## src/rtl/serial_adder_pkg.sv

```systemverilog
// -----------------------------------------------------------------------------
// serial_adder_pkg
//   Shared definitions for the bit-serial add engine.
//   - state_e   : controller state encoding (2'd3 is illegal and never entered)
//   - STATE_W   : width of the state register
//   - cnt_bits  : width of a bit counter that can hold the value w without wrap
// -----------------------------------------------------------------------------
package serial_adder_pkg;

  localparam int unsigned STATE_W = 2;

  typedef enum logic [STATE_W-1:0] {
    ST_IDLE = 2'd0,
    ST_RUN  = 2'd1,
    ST_DONE = 2'd2
  } state_e;

  // Counter width for an operation of w bits; sized so the count never wraps.
  function automatic int unsigned cnt_bits(input int unsigned w);
    return $clog2(w + 1);
  endfunction

endpackage

```

## src/rtl/adder.sv

```systemverilog
// -----------------------------------------------------------------------------
// adder
//   Single-bit full-adder cell, purely combinational.
//   Ports:
//     a, b  in   operand bits
//     cin   in   carry in
//     sum   out  a ^ b ^ cin
//     cout  out  majority(a, b, cin)
// -----------------------------------------------------------------------------
module adder (
  input  logic a,
  input  logic b,
  input  logic cin,
  output logic sum,
  output logic cout
);

  assign sum  = a ^ b ^ cin;
  assign cout = (a & b) | (a & cin) | (b & cin);

endmodule

```

## src/rtl/serial_adder_ctrl.sv

```systemverilog
// -----------------------------------------------------------------------------
// serial_adder_ctrl
//   Bit-serial add engine wrapped around one full-adder cell. Operands are
//   accepted on a valid/ready handshake, fed to the cell LSB first at one bit
//   pair per cycle with the carry registered between bits, and the WIDTH-bit
//   sum plus carry-out is returned on a valid/ready output handshake.
//
//   Parameters:
//     WIDTH      operand/sum width in bits, 1..64
//   Ports:
//     clk        in   clock, all state changes on the rising edge
//     rst_n      in   synchronous active-low reset
//     in_valid   in   operand request valid
//     in_ready   out  engine can accept operands (IDLE only)
//     in_a       in   operand A
//     in_b       in   operand B
//     in_cin     in   carry-in for bit 0
//     out_valid  out  result valid (DONE only)
//     out_ready  in   consumer accepts result
//     out_sum    out  in_a + in_b + in_cin modulo 2^WIDTH
//     out_cout   out  carry out of bit WIDTH-1
// -----------------------------------------------------------------------------
module serial_adder_ctrl
  import serial_adder_pkg::*;
#(
  parameter int unsigned WIDTH = 8
) (
  input  logic             clk,
  input  logic             rst_n,
  input  logic             in_valid,
  output logic             in_ready,
  input  logic [WIDTH-1:0] in_a,
  input  logic [WIDTH-1:0] in_b,
  input  logic             in_cin,
  output logic             out_valid,
  input  logic             out_ready,
  output logic [WIDTH-1:0] out_sum,
  output logic             out_cout
);

  localparam int unsigned      CNT_W    = cnt_bits(WIDTH);
  localparam logic [CNT_W-1:0] CNT_LAST = CNT_W'(WIDTH - 1);

  state_e           state_q;
  state_e           state_d;

  logic [WIDTH-1:0] a_sr;
  logic [WIDTH-1:0] b_sr;
  logic [WIDTH-1:0] sum_sr;
  logic [WIDTH-1:0] sum_shift;
  logic             c_q;
  logic [CNT_W-1:0] cnt_q;
  logic             cout_q;

  logic             fa_sum;
  logic             fa_cout;
  logic             accept;
  logic             last_bit;

  // ---------------------------------------------------------------------------
  // Full-adder cell. The only feedback path (cout -> cin) is broken by c_q.
  // ---------------------------------------------------------------------------
  adder u_fa (
    .a    (a_sr[0]),
    .b    (b_sr[0]),
    .cin  (c_q),
    .sum  (fa_sum),
    .cout (fa_cout)
  );

  // New sum bits enter at the MSB so that after WIDTH shifts bit 0 of the
  // result has arrived at sum_sr[0]. A 1-bit engine has nothing to shift.
  generate
    if (WIDTH == 1) begin : g_sum_w1
      assign sum_shift = fa_sum;
    end else begin : g_sum_wn
      assign sum_shift = {fa_sum, sum_sr[WIDTH-1:1]};
    end
  endgenerate

  assign accept   = (state_q == ST_IDLE) && in_valid;
  assign last_bit = (state_q == ST_RUN) && (cnt_q == CNT_LAST);

  // ---------------------------------------------------------------------------
  // FSM: state register
  // ---------------------------------------------------------------------------
  // NOTE: reset is sampled on the clock edge only, so rst_n is not in the
  // sensitivity list; an asynchronous edge on rst_n has no effect until clk.
  always_ff @(posedge clk) begin
    if (!rst_n) begin
      state_q <= ST_IDLE;
    end else begin
      // NOTE: sequential state uses non-blocking assignments so every
      // register samples the pre-edge values regardless of statement order.
      state_q <= state_d;
    end
  end

  // ---------------------------------------------------------------------------
  // FSM: next state and handshake outputs, decoded from the state register
  // only (out_valid never looks at out_ready).
  // ---------------------------------------------------------------------------
  always_comb begin
    // NOTE: every output of this block gets a default first; a path that
    // leaves one unassigned would infer a latch.
    state_d   = state_q;
    in_ready  = 1'b0;
    out_valid = 1'b0;

    case (state_q)
      ST_IDLE: begin
        in_ready = 1'b1;
        if (in_valid) begin
          state_d = ST_RUN;
        end
      end

      ST_RUN: begin
        if (cnt_q == CNT_LAST) begin
          state_d = ST_DONE;
        end
      end

      ST_DONE: begin
        out_valid = 1'b1;
        if (out_ready) begin
          state_d = ST_IDLE;
        end
      end

      // Illegal encoding: fall back to IDLE on the next edge.
      default: begin
        state_d = ST_IDLE;
      end
    endcase
  end

  // ---------------------------------------------------------------------------
  // Datapath: operand shift registers, carry, bit counter, result registers.
  // Nothing moves in DONE, so the presented result is held under backpressure.
  // ---------------------------------------------------------------------------
  always_ff @(posedge clk) begin
    if (!rst_n) begin
      a_sr   <= '0;
      b_sr   <= '0;
      sum_sr <= '0;
      c_q    <= 1'b0;
      cnt_q  <= '0;
      cout_q <= 1'b0;
    end else if (accept) begin
      a_sr  <= in_a;
      b_sr  <= in_b;
      c_q   <= in_cin;
      cnt_q <= '0;
    end else if (state_q == ST_RUN) begin
      a_sr   <= a_sr >> 1;
      b_sr   <= b_sr >> 1;
      sum_sr <= sum_shift;
      c_q    <= fa_cout;
      cnt_q  <= cnt_q + CNT_W'(1);
      if (last_bit) begin
        cout_q <= fa_cout;
      end
    end
  end

  assign out_sum  = sum_sr;
  assign out_cout = cout_q;

endmodule
```

## config.mk

```make
export PLATFORM = sky130hd
export DESIGN_NAME = serial_adder_ctrl
export DESIGN_NICKNAME = d
export VERILOG_FILES = /design/src/rtl/serial_adder_pkg.sv /design/src/rtl/adder.sv /design/src/rtl/serial_adder_ctrl.sv
export SDC_FILE = /design/constraint.sdc
export NUM_CORES = 1
export LEC_CHECK = 0
export BUFFER_PORTS_ARGS = -buffer_cell sky130_fd_sc_hd__buf_4
export CAP_MARGIN = 0
export CELL_PAD_IN_SITES_DETAIL_PLACEMENT = 1
export CELL_PAD_IN_SITES_GLOBAL_PLACEMENT = 2
export CORE_MARGIN = 1.5
export CORE_UTILIZATION = 33
export CTS_CLUSTER_SIZE = 30
export DETAILED_ROUTE_END_ITERATION = 8
export GPL_TIMING_DRIVEN = 0
export PLACE_DENSITY = 0.81
export SLEW_MARGIN = 25
export SYNTH_ARGS = -nofsm -noshare
export SYNTH_HDL_FRONTEND = slang
export SYNTH_HIERARCHICAL = 1
export SYNTH_SLANG_ARGS = --single-unit
```

## constraint.sdc

```tcl
create_clock -name clk -period 1.87 [get_ports clk]
set_input_delay 0.0935 -clock clk [delete_from_list [all_inputs] [get_ports clk]]
set_output_delay 0.0935 -clock clk [all_outputs]
set_load 0.05 [all_outputs]
```

---- Yosys cells after proc, flatten, opt, wreduce, memory -nomap -nowiden ----
Index checks and enable logic that the tools add are counted.
cells by class
  add/subtract/negate cells ............... 1
  equal/unequal tests ..................... 6
  mux-type cells .......................... 12
  bitwise gates (word level) .............. 9
  reductions and logical operators ........ 8
operator list
  operator             number
  $mux 8               4
  $mux 2               3
  $ne 2x2->1 const B   3
  $pmux 2 s3           1
  $reduce_and 3->1     2
  $add 4x1->4 const B  1
  $eq 4x3->1 const B   1
  $mux 1               4
  $and 1x1->1          3
  $eq 2x1->1 const B   1
  $eq 2x2->1 const B   1
  $logic_and 1x1->1    2
  $logic_not 2->1      1
  $not 1->1            2
  $or 1x1->1           2
  $reduce_and 2->1     1
  $reduce_bool 2->1    1
  $reduce_or 2->1      1
  $xor 1x1->1          2
word-level totals
  bits in registers ....................... 32
  bits of input ports ..................... 21

---- Logic depth before layout (Yosys ltp) ----
Gate-level depths: netlist of the first run.
  word-level depth ........................ 5
  mapped depth ............................ 5
  mapped depth without buffers ............ 4

---- Modules after synthesis ----
The synthesis of the first run kept the hierarchy.
modules (own cells, without submodules)
  module             times used  cells an instance  area an instance (um^2)  seq. area each (um^2)
  serial_adder_ctrl  1           165                1387.6                   640.6
  adder              1           1                  20.0                     0.0

---- Worst setup path before layout of the first run ----
Ideal clock, no wire load.
  path kind ............................... flip-flop to output port
  start point ............................. register state_q[1]
  end point ............................... output out_valid
  arrival time ............................ 1.253 ns
  slack ................................... 0.523 ns
  cell stages (with the launch flop) ...... 4
  buffers on the path ..................... 1
  cells stage by stage .................... dfxtp_1 -> buf_2 -> inv_1 -> nor2_1
between the ends
  word-level cells in the longest chain between the ends .. 2
RTL lines
  element                   RTL line                  RTL
  start: declaration        serial_adder_ctrl.sv:44   state_e state_q;
  start signal: assignment  serial_adder_ctrl.sv:95   state_q <= state_d;
  $eq 2x2->1                serial_adder_ctrl.sv:110  case (state_q)
  $mux 1                    serial_adder_ctrl.sv:110
  end: declaration          serial_adder_ctrl.sv:35   output logic out_valid,
No other way between the ends.

---- Worst setup path in the final report of the first run ----
Ends and elaborated chain as after synthesis.

==> impl_results.md, run 1 <==
- Status: finished clean
- Vias per std cell: 5.24
- CTS tree: yes
- HP Start: in_a[7]
- Startpoint type of the worst setup path: register
- Antenna violations before repair: 0
- Layout cells sized above 1: 26.5%
- Sequential area share after synthesis: 45.5%
- Final min period: 1.42 ns
- Cell Pwr Density: 851 nW/um2
- Least-Margin Pin Slew: 0.456 ns
- CP startpoint: state_q[1]
- Final count of hold timing violations: 0
- Dpl ws: 0.584 ns
- DRT Pass-1 Iters: 4
- Fin util: 44.1%
- CP Capture Type: output pin
- Reg-to-Reg Start: state_q[1]
- Largest family of logic cells by synthesized area: compound AO/OA/AOI/OAI gates
- Gr usage total: 18.8%
- Syn Area/Cell: 8.48 um2
- WP data arrival: 1.32 ns
- CTS max path bufs: 2
- Die W: 68.3 um
- CTS sink count: 32
- Io pins: 32
- Clk Latency, worst-skew pair: 0.29 ns
- RSZ-0062 raised after global routing: no
- GRT Residual Overflow: 0
- Initial Util: 34.7%
- Synth Area in XOR/XNOR: 1.24%
- Number of synthesized flops with an enable pin: 0
- Vias: 1331
- Max-Cap Viols: 0
- Wire per inst: 15.6 um
- Total wire length: 3.95 mm
- Drt drc: 0
- Largest net degree at the start of global routing: 11
- Most common cell after layout, fill and taps aside: nand2_1
- FF+latch count, synth: 32
- Ys Warns: 6
- Worst Hold Class: input port to register
- Root Buffer: clkbuf_8
- Static leakage: 0.708 nW
- Setup Total Neg Slack: 0 ns
- Final Worst Setup Slack: 0.452 ns
- Ys flop type: dfxtp_1
- Core area: 4060 um2
- Post-synthesis async set-or-reset flop share: 0%
- Final Wtd Congestion: 0.796
- Final period util: 75.8%
- Peak supply drop: 0.000305 V
- Synth Area in Compound Gates: 24.3%
- H-tree levels: 2
- Syn Std Cell Area: 1410 um2
- Final antenna-violating net count: 0
- Layout Skew: 0.0104 ns
- Crit path kind: register to output pin
- Die Ht: 68.3 um
- Post-CTS Setup Bufs: 0
- ANT cells: 0
- Syn Inst Count: 166
- Commonest non-fill, non-tap cells in the layout: nand2_1, buf_4, dfxtp_1
- Final Setup Violations: 0
- Distinct cells, synth: 38
- Peak Freq: 705 MHz
- IO buf count: 30
- Design area: 1790 um2
- Dpl cell area: 1700 um2
- Fin nets: 226
- HPWL Detailed: 2.93 mm
- Worst Path Max Fanout: 10
- Multiplexer share of the synthesized area: 0.711%
- Worst relative slew slack: 69.6%
- Row count: 23
- Synth Area in Simple Gates: 19.8%
- Layout area overhead: 27.1%
- DRT iter0 DRCs: 35
- Adder-cell share of the synthesized area: 2.31%
- Final Max Slew Viols: 0
- Data required, critical path: 1.78 ns
- Post-CTS Hold Fix Bufs: 0
- Syn Nets: 189
- Reg clk slew, reported paths: 0.06 ns
- Die area: 4670 um2
- Num CTS Buffers: 5
- Resized cells post-CTS: 0
- Vias in the first global route: 1414
- First-pass GRT wire length: 6.42 mm
[Yosys cell counts, types with 2 or more instances]
| cell type | n | share of area [%] |
|---|---|---|
| or3b_2 | 2 | 1.2 |
| o221a_2 | 2 | 1.6 |
| clkbuf_1 | 3 | 0.80 |
| buf_6 | 2 | 1.6 |
| a21oi_1 | 23 | 8.2 |
| dfxtp_1 | 32 | 46 |
| nor2_1 | 7 | 1.9 |
| buf_4 | 2 | 1.1 |
| o221ai_1 | 3 | 1.9 |
| a21boi_0 | 9 | 4.8 |
| nand2_1 | 34 | 9.1 |
| o21ai_0 | 13 | 4.6 |
| nand2b_1 | 3 | 1.3 |
| buf_2 | 5 | 1.8 |
| nand3_1 | 3 | 1.1 |
[stage by stage]
step	power, mW	hold WS (ns)	cells
after floorplan	0.894	0.228	166
after global placement	0.971	0.348	246
after detailed placement	0.982	0.358	246
after CTS	1.54	0.0610	254
after global routing	1.60	0.0864	254
final	1.52	0.0618	254
[flip-flops by register name (all words and copies together), names as in the netlist]
signal and count:
a_sr 8, b_sr 8, c_q 1, cnt_q 4
out_cout 1, out_sum 8, state_q 2
[area by class of cell]
type	instances	area, um2
buffer	13	78.8
clock buffer	7	86.3
clock inverter	1	7.51
fill	499	2270
inverter	2	7.51
multi-input combinational	119	681
sequential	32	641
tap	50	62.6
timing repair buffer	30	225
[cell families (layout without fill, tap and decap cells)]
kind of cell,count (synthesis),after routing
AO/OA/AOI/OAI,56,56
XOR/XNOR,2,2
adder cells (fa/ha/maj),2,2
buffers and inverters,15,53
flip-flops,32,32
multiplexers,1,1
AND/OR/NAND/NOR,58,58
[worst paths after layout]
| path | to | slack (ns) | depth (start not counted) |
|---|---|---|---|
| max | out_valid | 0.45 | 4 |
| min reg2reg | a_sr[2] | 0.46 | 2 |
| max reg2reg | a_sr[0] | 0.59 | 4 |
| min | a_sr[7] | 0.06 | 3 |
[power by group]
part | total [mW] | leakage [nW] | internal, mW | switching (mW)
logic | 0.219 | 0.402 | 0.0985 | 0.121
registers | 0.746 | 0.262 | 0.719 | 0.0261
clock network | 0.558 | 0.0445 | 0.299 | 0.259
total | 1.52 | 0.708 | 1.12 | 0.406
[routing by layer]
metal	track usage (%)	wire length, um	vias up
li1	-	-	647
met1	20.5	1690	659
met2	35.4	2110	19
met3	4.93	120	6
met4	5.25	42	0
met5	0	0	-
[worst max-delay path, cell delays in order, from the launching register on]
cell and delay, ns:
dfxtp_1 0.37, buf_2 0.23, inv_1 0.14, nor2_1 0.11
buf_4 0.20
Note: power is estimated with default switching activity, not from simulation.
==> run 2, diff against run 1 <==
--- a/config.mk
+++ b/config.mk
@@ -10,11 +10,11 @@
 export CELL_PAD_IN_SITES_DETAIL_PLACEMENT = 1
 export CELL_PAD_IN_SITES_GLOBAL_PLACEMENT = 2
 export CORE_MARGIN = 1.5
-export CORE_UTILIZATION = 33
+export CORE_UTILIZATION = 27
 export CTS_CLUSTER_SIZE = 30
 export DETAILED_ROUTE_END_ITERATION = 8
 export GPL_TIMING_DRIVEN = 0
-export PLACE_DENSITY = 0.81
+export PLACE_DENSITY = 0.7
 export SLEW_MARGIN = 25
 export SYNTH_ARGS = -nofsm -noshare
 export SYNTH_HDL_FRONTEND = slang
==> constraint.sdc (replaced) <==
create_clock -name clk -period 1.2 [get_ports clk]
set_input_delay 0.06 -clock clk [delete_from_list [all_inputs] [get_ports clk]]
set_output_delay 0.06 -clock clk [all_outputs]
set_load 0.05 [all_outputs]
==> impl_results.md, run 2 (same netlist as run 1, synthesis figures left out) <==
- Final min period: 1.23 ns
- Die W: 75.2 um (+10%)
- Met1 usage: 19.4% (-1.1 points)
- Dpl cell area: 1720 um2 (+1.6%)
- Vias per std cell: 4.77 (-9.0%)
- Largest net degree at the start of global routing: 11 (unchanged)
- Met3 Track Usage GR: 2.95% (-2.0 points)
- Die area: 5660 um2 (+21%)
- First-pass GRT wire length: 6.41 mm (-0.20%)
- Startpoint type of the worst setup path: register
- Power after layout: 2.39 mW (+57%)
- CP top delay family: simple AND/OR/NAND/NOR gates
- Initial Util: 27.7% (-7.0 points)
- Reg-to-Reg Start: state_q[1]
- Antenna violations before repair: 0 (unchanged)
- Peak Freq: 810 MHz
- RSZ-0062 raised after global routing: yes
- Peak supply drop: 0.000490 V (+61%)
- CP max stage delay: 0.41 ns (+0.04 ns)
- ANT cells: 0 (unchanged)
- Commonest non-fill, non-tap cells in the layout: nand2_1, buf_4, dfxtp_1
- Dpl ws: -0.0770 ns (-0.661 ns)
- Cell Pwr Density: 1250 nW/um2 (+47%)
- Worst relative slew slack: 66.1% (-3.5 points)
- IO buf count: 30 (unchanged)
- Gr busiest metal: met2
- Final Worst Setup Slack: -0.0345 ns (-0.486 ns)
- Total wire length: 3.93 mm (-0.66%)
- Root Buffer: clkbuf_8
- CTS max path bufs: 2 (unchanged)
- CP Capture Point: a_sr[3]
- Filler cells: 635 (+27%)
- HPWL Detailed: 2.87 mm (-1.9%)
- CP cell instances: or3b_4, buf_8, o21ai_0, a21oi_1
- Gr usage total: 15.2% (-3.6 points)
- Reg clk slew, reported paths: 0.07 ns (about the same)
- Status: complete, but fails checks
- Final Setup Violations: 5 (+5)
- Max-Cap Viols: 0 (unchanged)
- Final period util: 103%
- Reg2reg path depth: 4 (unchanged)
- Layout Skew: 0.00497 ns (-0.00539 ns)
- Drt drc: 0 (unchanged)
- CTS tree: yes
- Num CTS Buffers: 5 (unchanged)
- Design area: 1920 um2 (+7.1%)
- Least-Margin Pin Slew: 0.509 ns (+0.0525 ns)
- Core area: 5070 um2 (+25%)
- Crit path kind: register to register
- Failing checks: setup timing
- Row count: 26 (+13%)
- Reg-to-reg slack, setup: -0.03 ns (-0.62 ns)
- Layout area overhead: 36.1%
- WP depth: 4 (unchanged)
- Final antenna-violating net count: 0 (unchanged)
- Fin nets: 229 (+1.3%)
- DRT iter0 DRCs: 64 (+83%)
- Worst Path Max Fanout: 10 (unchanged)
- Wire per inst: 14.2 um (-8.9%)
- Worst Hold Class: input port to register
- Data required, critical path: 1.36 ns (-0.42 ns)
- Final count of hold timing violations: 0 (unchanged)
- Die Ht: 75.2 um (+10%)
- Critical path buffers and inverters: 1 (-2)
- DRT Pass-1 Iters: 4 (unchanged)
- Worst r2r dst: a_sr[3]
- GRT Residual Overflow: 0 (unchanged)
- CP startpoint: state_q[1]
- H-tree levels: 2 (unchanged)
- Vias: 1321 (-0.75%)
- Final Wtd Congestion: 0.759 (-4.6%)
- CTS sink count: 32 (unchanged)
- Clk Latency, worst-skew pair: 0.27 ns (-0.02 ns)
- Final Max Slew Viols: 0 (unchanged)
- Met2 Use GR: 25.7% (-9.8 points)
- WP data arrival: 1.40 ns (+0.08 ns)
- Static leakage: 0.746 nW (+5.3%)
- Vias in the first global route: 1358 (-4.0%)
- Layout cells sized above 1: 32.9% (+6.4 points)
- Io pins: 32 (unchanged)
- CP Capture Type: register
- Worst path slowest cell: or3b_4
- Hold Path Cell Cnt: 3 (unchanged)
-- run 2: area by class of cell --
| type | count | area (um2) | share of cell area [%] |
|---|---|---|---|
| Tap cell | 70 | 87.6 | 4.57 |
| Buffer | 13 | 114 | 5.94 |
| Inverter | 2 | 7.51 | 0.392 |
| Clock buffer | 8 | 90.1 | 4.70 |
| Sequential cell | 32 | 647 | 33.8 |
| Timing Repair Buffer | 33 | 251 | 13.1 |
| Multi-Input combinational cell | 119 | 718 | 37.5 |
-- run 2: report_power, final --
group	leakage, nW	switching (mW)	internal, mW
registers	0.264	0.0412	1.12
logic	0.437	0.199	0.185
clock network	0.0455	0.381	0.468
-- run 2: worst min-delay path by stage --
| stage | from | to |
|---|---|---|
| finish | in_a[7] | a_sr[7] |
| global route | in_b[7] | b_sr[7] |
| CTS | in_a[7] | a_sr[7] |
| detailed placement | in_a[7] | a_sr[7] |
| global placement | in_a[7] | a_sr[7] |
| floorplan | in_a[7] | a_sr[7] |
-- run 2: stage by stage --
step	util [%]	hold WS [ns]	setup TNS, ns	std cells
6_report	37.7	0.0381	-0.0659	277
2_1_floorplan	-	0.195	0	166
5_1_grt	37.7	0.0549	-0.554	277
3_3_place_gp	33.9	0.320	-0.269	266
4_1_cts	36.7	0.0349	-0.424	276
3_5_place_dp	33.9	0.333	-0.712	266
-- run 2: worst register-to-register path, stage by stage (launching register included) --
cell,delay (ns)
dfxtp_4,0.36
or3b_4,0.41
buf_8,0.16
o21ai_0,0.14
a21oi_1,0.05
-- run 2: timing repair --
action | 4_1_cts | 5_1_grt
setup endpoints to repair | 26 | 28
resized for setup | 18 | 23
pin swaps | 2 | 2
hold buffers | 0 | 0
buffers inserted | 2 | 1
-- run 2: metal layers --
layer	routed length (um)	vias to the layer above
li1	-	656
met1	1840	641
met2	1920	19
met3	121	5
met4	48	0
met5	0	-
==> run 3, diff against run 2 <==
--- a/config.mk
+++ b/config.mk
@@ -14,9 +14,8 @@
 export CTS_CLUSTER_SIZE = 30
 export DETAILED_ROUTE_END_ITERATION = 8
 export GPL_TIMING_DRIVEN = 0
-export PLACE_DENSITY = 0.7
+export PLACE_DENSITY = 0.81
 export SLEW_MARGIN = 25
 export SYNTH_ARGS = -nofsm -noshare
 export SYNTH_HDL_FRONTEND = slang
-export SYNTH_HIERARCHICAL = 1
 export SYNTH_SLANG_ARGS = --single-unit
==> impl_results.md, run 3 <==
- Reg clk slew, reported paths: 0.07 ns (about the same)
- Clock power frac: 40.4% (+5.0 points)
- Distinct cells, synth: 29 (-24%)
- Fin nets: 220 (-3.9%)
- Layout Skew: 0.00726 ns (+0.00228 ns)
- Static leakage: 0.728 nW (-2.4%)
- Final Max Slew Viols: 0 (unchanged)
- Final Wtd Congestion: 0.772 (+1.6%)
- GRT Residual Overflow: 0 (unchanged)
- Die W: 72.4 um (-3.7%)
- Syn Std Cell Area: 1300 um2 (-7.6%)
- Worst relative slew slack: 71.6% (+5.6 points)
- DRT iter0 DRCs: 24 (-63%)
- Root Buffer: clkbuf_8
- CTS max path bufs: 2 (unchanged)
- Syn Nets: 176 (-6.9%)
- Most frequent cells after synthesis: dfxtp_1, a21oi_1, nand2_1
- Peak supply drop: 0.000542 V (+11%)
- Power after layout: 2.56 mW (+7.0%)
- CTS tree: yes
- Startpoint type of the worst setup path: register
- Clk Latency, worst-skew pair: 0.29 ns (+0.02 ns)
- First-pass GRT wire length: 6.44 mm (+0.42%)
- Least-Margin Pin Slew: 0.426 ns (-0.0834 ns)
- Dpl ws: -0.252 ns (-0.175 ns)
- Worst Hold Class: input port to register
- Core area: 4690 um2 (-7.5%)
- Num CTS Buffers: 5 (unchanged)
- Non-filler instance count after layout: 252 (-9.0%)
- Final Setup Violations: 0 (-5)
- Post-Place Cells: 236 (-11%)
- Post-synth top area share: 49.2% (+3.7 points)
- Final count of hold timing violations: 0 (unchanged)
- Most common cell after layout, fill and taps aside: buf_4
- CP top delay family: flip-flops
- Ys Warns: 0 (-6)
- Commonest non-fill, non-tap cells in the layout: buf_4, dfxtp_1, a21oi_1
- Cell Pwr Density: 1370 nW/um2 (+9.6%)
- Total wire length: 3.99 mm (+1.5%)
- Critical path buffers and inverters: 1 (unchanged)
- CTS sink count: 32 (unchanged)
- RSZ-0062 raised after global routing: yes
- Row count: 25 (-3.8%)
- Final min period: 1.18 ns (-0.0528 ns)
- Hold WS: 0.0330 ns (-0.00514 ns)
- Layout cells sized above 1: 33.8% (+0.99 points)
- Syn Inst Count: 153 (-7.8%)
- Most frequent cell after synthesis: dfxtp_1
- Max-Cap Viols: 0 (unchanged)
- Sequential area share after synthesis: 49.2% (+3.7 points)
- Largest net degree at the start of global routing: 11 (unchanged)
- Peak Freq: 846 MHz (+4.5%)
- Final Worst Setup Slack: 0.0183 ns (+0.0528 ns)
- Crit path kind: register to register
- DRT Pass-1 Iters: 5 (+1)
- CP cell instances: nand2b_1, buf_4, o22ai_1, a21oi_1
- Worst path slowest cell: dfxtp_4
- Final antenna-violating net count: 0 (unchanged)
- Post-synthesis async set-or-reset flop share: 0% (unchanged)
- HPWL Detailed: 2.71 mm (-5.6%)
- Switching pwr: 656 uW (+5.5%)
- CP max stage delay: 0.38 ns (-0.03 ns)
- Final period util: 98.5% (-4.4 points)
- Gr usage total: 16.1% (+0.90 points)
- Die Ht: 72.4 um (-3.7%)
- Synth top area cells: dfxtp_1, a21oi_1, nand2_1
- H-tree levels: 2 (unchanged)
- Layout area overhead: 43.8%
- Io pins: 32 (unchanged)
- FF+latch count, synth: 32 (unchanged)
- WP data arrival: 1.34 ns (-0.06 ns)
- Comb power frac: 14.1% (-1.9 points)
- IO buf count: 29 (-3.3%)
- Data required, critical path: 1.36 ns (about the same)
- Post-CTS Hold Fix Bufs: 0 (unchanged)
- Initial Util: 27.7% (about the same)
- Drt drc: 0 (unchanged)
- Switching share of power: 25.6% (-0.37 points)
- Status: finished clean
- Seq pwr share: 45.5% (-3.0 points)
- Die area: 5240 um2 (-7.3%)
- ANT cells: 0 (unchanged)
- Number of synthesized flops with an enable pin: 0 (unchanged)
- Ys flop type: dfxtp_1
- Antenna violations before repair: 0 (unchanged)
- Wire per inst: 15.8 um (+12%)
- Vias in the first global route: 1393 (+2.6%)
- CP Capture Type: register
- Pint: 1.91 mW (+7.6%)
- Vias per std cell: 5.17 (+8.4%)
- Vias: 1303 (-1.4%)
- Worst Path Max Fanout: 10 (unchanged)
- Synth area leader: dfxtp_1
- Syn Area/Cell: 8.50 um2 (+0.30%)
## run 3: cell types whose count changed after synthesis, sizes merged, moves of 4 or more
cell / previous run / this run
nand2: 34 / 20
a21boi: 10 / 0
o22ai: 1 / 11
buf: 9 / 5
nor2: 7 / 11
o2bb2ai: 0 / 4
## run 3: cells by family after synthesis
| logic type | count (synthesis) | synth area share, % |
|---|---|---|
| DFF | 32 | 49.2 |
| muxes | 2 | 1.54 |
| and+or+nand+nor | 42 | 14.3 |
| adders and majority gates | 2 | 2.50 |
| buffers and inverters | 14 | 5.00 |
| AOI/OAI and AO/OA | 61 | 27.4 |
## run 3: final timing paths
path / from / end / slack (ns) / depth (start not counted)
worst max-delay path: state_q[0] / a_sr[5] / 0.02 / 4
worst min-delay path: in_a[7] / a_sr[7] / 0.03 / 3
worst max register to register: state_q[0] / a_sr[5] / 0.02 / 4
worst min register to register: out_cout / out_cout / 0.46 / 2
## run 3: power by group through the flow
stage	clock network (mW)	logic, mW	registers (mW)
after CTS	1.07	0.323	1.16
after global routing	1.11	0.397	1.17
after detailed placement	0	0.307	1.19
after floorplan	0	0.180	1.19
after global placement	0	0.294	1.18
final	1.04	0.361	1.16
## run 3: stage by stage
| stage | setup TNS (ns) | instance area [um2] | util [%] |
|---|---|---|---|
| finish | 0 | 1870 | 39.9 |
| global route | -0.162 | 1870 | 39.9 |
| CTS | 0 | 1790 | 38.2 |
| detailed placement | -2.94 | 1600 | 34.2 |
| global placement | -2.29 | 1600 | 34.2 |
| floorplan | 0 | 1320 | - |
## run 3: worst reg2reg max path, stage by stage (launching register included)
cell,delay [ns]
dfxtp_4,0.38
nand2b_1,0.19
buf_4,0.20
o22ai_1,0.16
a21oi_1,0.12
## run 3: per-layer routing
layer / vias up / routed length, um / global-route usage (%)
met5: - / 0 / 0
met1: 612 / 1680 / 18.4
met2: 52 / 1990 / 27.5
met4: 0 / 78 / 7.97
met3: 7 / 236 / 4.72
li1: 632 / - / -
## run 3: area by class of cell
| cell class | instances | area, um2 |
|---|---|---|
| Multi-Input combinational cell | 107 | 657 |
| Tap cell | 54 | 67.6 |
| Buffer | 10 | 72.6 |
| Inverter | 3 | 20.0 |
| Fill cell | 553 | 2820 |
| Clock inverter | 2 | 35.0 |
| Sequential cell | 32 | 653 |
| Timing Repair Buffer | 38 | 294 |
| Clock buffer | 6 | 72.6 |
## run 3: what timing repair did
| item | CTS | global route |
|---|---|---|
| endpoints found under the setup margin | 18 | 23 |
| buffers inserted | 3 | 5 |
| gates resized for setup | 19 | 20 |
| gates cloned | 0 | 1 |
| pin swaps | 1 | 4 |
